`src/rtl/uart_tx_sched.sv`:
```
// Round-robin scheduler sharing one UART byte transmitter among N_REQ byte sources,
// with burst lock, inter-byte gap and a sticky tx_done timeout flag.
module uart_tx_sched #(
  parameter int unsigned N_REQ       = 4,
  parameter int unsigned GAP_CLK     = 2,
  parameter int unsigned TIMEOUT_CLK = 1000000
) (
  input  logic               clk_i,
  input  logic               rst_i,
  input  logic [N_REQ-1:0]   req_i,
  input  logic [N_REQ-1:0]   lock_i,
  input  logic [8*N_REQ-1:0] din_i,
  input  logic               tx_done_i,
  input  logic               err_clr_i,
  output logic               tx_start_o,
  output logic [7:0]         tx_dat_o,
  output logic [N_REQ-1:0]   grant_o,
  output logic [N_REQ-1:0]   ack_o,
  output logic               err_tout_o
);

  localparam int unsigned SW       = (N_REQ > 1) ? $clog2(N_REQ) : 1;
  localparam int unsigned TW       = $clog2(TIMEOUT_CLK + 1);
  localparam int unsigned GW       = (GAP_CLK > 0) ? $clog2(GAP_CLK + 1) : 1;
  localparam int unsigned GAP_LAST = (GAP_CLK > 0) ? GAP_CLK - 1 : 0;

  typedef enum logic [1:0] {
    ST_IDLE,
    ST_SEND,
    ST_WAIT,
    ST_GAP
  } state_e;

  state_e           state_q, state_d;
  logic [SW-1:0]    ptr_q, ptr_d;
  logic [SW-1:0]    sel_q, sel_d;
  logic             tx_start_q, tx_start_d;
  logic [7:0]       tx_dat_q, tx_dat_d;
  logic [N_REQ-1:0] grant_q, grant_d;
  logic [N_REQ-1:0] ack_q, ack_d;
  logic             err_q, err_d;
  logic [TW-1:0]    tcnt_q, tcnt_d;
  logic [GW-1:0]    gcnt_q, gcnt_d;

  logic [7:0]       din_a [N_REQ];
  logic             pick_vld;
  logic [SW-1:0]    pick_idx;
  logic [SW-1:0]    ptr_nxt;

  for (genvar g = 0; g < N_REQ; g++) begin : g_din
    assign din_a[g] = din_i[8*g +: 8];
  end

  // First set request scanning upward from the round-robin pointer
  always_comb begin : rr_pick
    int unsigned idx;
    idx      = 0;
    pick_vld = 1'b0;
    pick_idx = '0;
    for (int unsigned k = 0; k < N_REQ; k++) begin
      idx = (32'(ptr_q) + k) % N_REQ;
      if (!pick_vld && req_i[SW'(idx)]) begin
        pick_vld = 1'b1;
        pick_idx = SW'(idx);
      end
    end
  end

  assign ptr_nxt = (sel_q == SW'(N_REQ - 1)) ? '0 : sel_q + SW'(1);

  always_comb begin
    state_d    = state_q;
    ptr_d      = ptr_q;
    sel_d      = sel_q;
    tx_start_d = 1'b0;
    tx_dat_d   = tx_dat_q;
    grant_d    = grant_q;
    ack_d      = '0;
    err_d      = err_q;
    tcnt_d     = tcnt_q;
    gcnt_d     = gcnt_q;

    if (err_clr_i) begin
      err_d = 1'b0;
    end

    case (state_q)
      ST_IDLE: begin
        if (pick_vld) begin
          sel_d      = pick_idx;
          tx_dat_d   = din_a[pick_idx];
          grant_d    = N_REQ'(1) << pick_idx;
          tx_start_d = 1'b1;
          state_d    = ST_SEND;
        end
      end
      ST_SEND: begin
        tcnt_d  = '0;
        state_d = ST_WAIT;
      end
      // tx_done takes priority over a coincident timeout
      ST_WAIT: begin
        if (tx_done_i) begin
          ack_d   = grant_q;
          gcnt_d  = '0;
          state_d = ST_GAP;
        end else if (tcnt_q == TW'(TIMEOUT_CLK - 1)) begin
          err_d   = 1'b1;
          gcnt_d  = '0;
          state_d = ST_GAP;
        end else if (tcnt_q != TW'(TIMEOUT_CLK)) begin
          tcnt_d = tcnt_q + TW'(1);
        end
      end
      ST_GAP: begin
        if (gcnt_q == GW'(GAP_LAST)) begin
          if (lock_i[sel_q] && req_i[sel_q]) begin
            tx_dat_d   = din_a[sel_q];
            tx_start_d = 1'b1;
            state_d    = ST_SEND;
          end else begin
            grant_d = '0;
            ptr_d   = ptr_nxt;
            state_d = ST_IDLE;
          end
        end else begin
          gcnt_d = gcnt_q + GW'(1);
        end
      end
      default: begin
        state_d = ST_IDLE;
      end
    endcase
  end

  always_ff @(posedge clk_i or posedge rst_i) begin
    if (rst_i) begin
      state_q    <= ST_IDLE;
      ptr_q      <= '0;
      sel_q      <= '0;
      tx_start_q <= 1'b0;
      tx_dat_q   <= '0;
      grant_q    <= '0;
      ack_q      <= '0;
      err_q      <= 1'b0;
      tcnt_q     <= '0;
      gcnt_q     <= '0;
    end else begin
      state_q    <= state_d;
      ptr_q      <= ptr_d;
      sel_q      <= sel_d;
      tx_start_q <= tx_start_d;
      tx_dat_q   <= tx_dat_d;
      grant_q    <= grant_d;
      ack_q      <= ack_d;
      err_q      <= err_d;
      tcnt_q     <= tcnt_d;
      gcnt_q     <= gcnt_d;
    end
  end

  assign tx_start_o = tx_start_q;
  assign tx_dat_o   = tx_dat_q;
  assign grant_o    = grant_q;
  assign ack_o      = ack_q;
  assign err_tout_o = err_q;

endmodule

```
`config.mk`:
```
export PLATFORM = sky130hd
export DESIGN_NAME = uart_tx_sched
export DESIGN_NICKNAME = d
export VERILOG_FILES = /design/src/rtl/uart_tx_sched.sv
export SDC_FILE = /design/constraint.sdc
export NUM_CORES = 1
export LEC_CHECK = 0
export BUFFER_PORTS_ARGS = -buffer_cell sky130_fd_sc_hd__buf_2
export CAP_MARGIN = 10
export CORE_UTILIZATION = 45
export CTS_CLUSTER_DIAMETER = 30
export DETAILED_ROUTE_END_ITERATION = 10
export PLACE_DENSITY = 0.68
export SLEW_MARGIN = 40
export SYNTH_ARGS = -nofsm -noshare
export SYNTH_HDL_FRONTEND = slang
export SYNTH_SLANG_ARGS = --single-unit
```
`constraint.sdc`:
```
create_clock -name clk_i -period 4.1 [get_ports clk_i]
set_input_delay 0.41 -clock clk_i [delete_from_list [all_inputs] [get_ports clk_i]]
set_output_delay 0.41 -clock clk_i [all_outputs]
set_load 0.02 [all_outputs]
```
# Word level (Yosys, flattened, before mapping)
# Index checks and enable logic that the tools add are counted.
word_totals:
  ff_bits: 46
  input_bits: 44
  out_inout_bits: 18
  word_cells: 120
op_classes:
  addsub: 6
  magnitude_cmp: 7
  n_eq_ne: 16
  shift: 1
  muxes: 59
  n_bitwise: 3
  reduce_logical: 18
op_table:
  columns: ["op", "n"]
  rows:
  - ["two-way mux 20 bit", 3]
  - ["two-way mux 8 bit", 7]
  - ["case mux 20 bit (2 select lines)", 1]
  - ["binary-select mux 8 bit (select 2 bit)", 2]
  - ["two-way mux 2 bit", 12]
  - ["adder 20 x 1 -> 20 bit, second input constant", 1]
  - ["equality test 20 bit, second input constant", 1]
  - ["two-way mux 4 bit", 5]
  - ["inequality test 20 bit, second input constant", 1]
  - ["two-way mux 1 bit", 18]
  - ["inequality test 2 bit, second input constant", 8]
  - ["case mux 8 bit (2 select lines)", 1]
  - ["less-than comparator 2 x 3 -> 1 bit, second input constant", 5]
  - ["binary-select mux 1 bit (select 2 bit)", 6]
  - ["AND reduction 4 bit", 3]
  - ["AND reduction 3 bit", 3]
  - ["case mux 2 bit (4 select lines)", 1]
  - ["case mux 4 bit (2 select lines)", 1]
  - ["adder 2 x 1 -> 2 bit, second input constant", 3]
  - ["equality test 2 bit, second input constant", 3]
  - [">= comparator 3 bit, second input constant", 2]
  - ["inverter 2 -> 3 bit", 2]
  - ["nonzero test 2 bit", 3]
  - ["adder 2 bit, second input constant", 2]
  - ["10 further kinds", 16]

# Logic depth before layout (Yosys ltp)
logic_depth:
  word_depth: 18
  ltp_mapped: 9
  mapped_depth_nobuf: 7

# Least setup slack after synthesis
# OpenSTA, ideal clock, no wires.
synth_timing:
  path_kind: "reg-to-reg"
  start: "register state_q[0]"
  end: "register tcnt_q[19]"
  t_arrival_ns: 2.303
  t_required_ns: 4.022
  slack_ns: 1.719
  stages_incl_launch_ff: 10
  synth_period_minus_slack_ns: 2.381
  path_cell_list: "dfrtp_1 inv_1 ha_1 buf_4 nor2_1 or4b_1 buf_2 or3_4 or3_1 a21oi_1"
synth_via:
  elab_chain_cells: 3
  elab_cells_between_ends: 8
  classes_between: "eq/ne: 5; mux: 1; reduce/logical: 2"
synth_rtl:
  columns: ["item", "line", "source"]
  rows:
  - ["start, declared", "34", "state_e state_q, state_d;"]
  - ["start signal, assigned", "149", "state_q <= state_d;"]
  - ["equality test 2 bit or equality test 2 x 1 -> 1 bit (tied branches)", "87", "case (state_q)"]
  - ["inequality test 2 bit (no line) or nonzero test 2 bit (tied branches)", null, null]
  - ["AND reduction 4 bit (no line)", null, null]
  - ["end signal, assigned", "157", "tcnt_q <= tcnt_d;"]
  - ["end, declared", "42", "logic [TW-1:0] tcnt_q, tcnt_d;"]
# Parallel ways exist; a longest one is shown, timed or not.
# A chain may end at the register's enable or synchronous reset.

# Worst setup path in the final report
# Ends and elaborated chain as after synthesis.

==> impl_metrics.yaml <==
critical_path:
  cp_data_required_time_ns: 4.33
  cp-end-kind: "flip-flop"
  ff2ff_path_depth: 7
  crit_fanout: 10
  cp-start-kind: "flip-flop"
  regToRegSetupSlack_ns: 1.46
  path_class: "reg -> reg"
  arrival_ns: 2.87
cts:
  clock_sinks: 46
  clk_latency_ns: 0.30
  htree_levels: 2
  cts_buffers: 5
  holdBufCountCts: 0
  root_buffer: "clkbuf_8"
  post_cts_buffers: 0
  path_clk_slew_ns: 0.10
  cts-resized-gates: 0
  clock_path_buffers: 2
  cts_tree: "built"
sta:
  fmax_mhz: 379
  fin_worst_skew_ns: 0.00878
  period_share_pct: 64.4
  finalSetupTns_ns: 0
  setup_viol: 0
  slew_headroom_pct: 57.0
  hold_viol_final: 0
  worst_hold_slack_ns: 0.149
  rsz0062_at_grt: "no"
  timing.final.crit_period_ns: 2.64
  maxSlewViolCount: 0
  worst_pin_slew_ns: 0.645
logic_synthesis:
  synth_cells: 325
  syn-num-nets: 378
  syn_area_um2: 2990
  ys_ff_latch: 46
  ys.flop_type: "dfrtp_1"
  synth_area_per_cell_um2: 9.19
  synth_cell_types: 49
  async_flop_share_pct: 100
  synth-edff-count: 0
  yosysWarnings: 0
  ys_seq_area_share_pct: 38.5
routing:
  avgViaCountPerCell: 5.72
  drtAntennaViolNets: 0
  drt-initial-drc-count: 79
  vias: 2613
  drtPass1Iterations: 4
  wirelength_mm: 6.68
  wire_per_inst_um: 14.6
  drc_errors: 0
power:
  power_density_nw_per_um2: 557
  ir_drop_mv: 0.346
  leakage_nw: 1.51
cells_and_area:
  n_antenna_cell: 0
  multiInputGateArea_um2: 1720
  drive_gt1_share_pct: 23.7
  layout.nets: 432
  register_area_um2: 1150
  syn_to_final_growth_pct: 15.4
  final.fill_count: 602
floorplan:
  die_x_um: 83.5
  die_y_um: 83.5
  num_io_pins: 62
  die_area_um2: 6970
  core_um2: 6390
  core.rowCount: 29
  initial_core_util_pct: 46.8
global_routing:
  overflow: 0
  grt_antenna_before_repair: 0
  globalRouteTotalUtil_pct: 20.9
  grt_pass1_wl_mm: 12.0
  grt_max_degree: 47
  grt_pass1_vias: 2566
placed_design:
  io_buffers: 61
  gp_congestion: 0.813
  hpwl_mm: 4.91
flow_run:
  cap_viol_max_count: 0
worst_hold_path:
  hold_path.class: "in -> async"
outcome:
  status: "complete, no violations"
==> cell usage after synthesis, types with 6 or more instances <==
master	n	area share (%)
a21boi_0	16	4.0
a21oi_1	8	1.3
a41oi_1	8	2.3
and3_1	22	4.6
clkbuf_1	12	1.5
dfrtp_1	46	39
ha_1	9	3.8
inv_1	16	2.0
mux4_2	9	6.8
nand2_1	30	3.8
nand3_1	10	1.7
nor2_1	27	3.4
nor2b_1	6	1.3
nor3_1	6	1.0
o21ai_0	24	4.0
o31ai_1	6	1.5
xnor2_1	11	3.2
==> cells by family (layout without fill, tap and decap cells) <==
group	after synthesis	in the layout	share of synthesized area, %
AO/OA/AOI/OAI	83	83	19.1
XOR/XNOR	11	11	3.22
adder cells (fa/ha/maj)	9	9	3.77
buffers and inverters	32	87	4.19
flip-flops	46	46	38.5
multiplexers	12	12	7.91
AND/OR/NAND/NOR	132	132	23.2
==> routing by layer <==
layer  track usage, %  share of wire (%)  vias up
met2             36.1                 49       71
met4             4.78               0.34        0
met5                0                  0        -
li1                 -                  -     1306
met1             27.6                 46     1232
met3             3.56                4.5        4
==> critical path, stage by stage (launching register included) <==
cell	delay, ns
dfrtp_1	0.41
inv_1	0.14
ha_1	0.34
nor2_1	0.10
or4b_1	0.67
or3_4	0.43
or3_1	0.34
a21oi_1	0.14
==> path summary, 6_finish.rpt <==
| path | start | endpoint |
|---|---|---|
| worst max-delay path | state_q[0] | tcnt_q[19] |
| worst min-delay path | rst_i | tcnt_q[10] |
| worst max register to register | state_q[0] | tcnt_q[19] |
| worst min register to register | err_tout_o | err_tout_o |
| max in group asynchronous | rst_i | tcnt_q[19] |
| min in group clk_i | err_clr_i | err_tout_o |
==> metrics by stage <==
stage	area [um^2]	utilization, %	setup slack (ns)	instances	power, mW
after floorplan	2990	-	1.72	325	1.38
after detailed placement	3350	52.5	1.47	449	1.65
after global routing	3450	54.0	1.30	457	2.10
after global placement	3340	52.3	1.50	449	1.62
final	3450	54.0	1.46	457	1.92
after CTS	3450	54.0	1.47	457	1.94
==> state kept, by name, indices dropped and copies added, names as in the netlist <==
name / count
tcnt_q: 20
ptr_q: 2
gcnt_q: 2
err_tout_o: 1
tx_start_o: 1
ack_o: 4
grant_o: 4
sel_q: 2
state_q: 2
tx_dat_o: 8
==> area by class of cell <==
cell class	count	share of cell area [%]
clock buffers	5	2.00
clock inverters	3	0.726
inverters	16	1.81
multi-input cells	247	50.0
flip-flops and latches	46	33.4
well taps	77	2.79
repair buffers	63	9.29
==> cell usage in the layout (no fill, tap or decap), types with 6 or more instances in the layout <==
cell type and n:
buf_2 61, dfrtp_1 46, nand2_1 30, nor2_1 27
o21ai_0 24, and3_1 22, a21boi_0 16, inv_1 15
xnor2_1 11, nand3_1 10, mux4_2 9, ha_1 9
a41oi_1 8, a21oi_1 8, nor2b_1 6, nor3_1 6
o31ai_1 6
==> power by group <==
part / switching (mW) / internal [mW]
clock: 0.168 / 0.123
combinational: 0.547 / 0.402
sequential: 0.119 / 0.561
(Power assumes the default switching activity.)
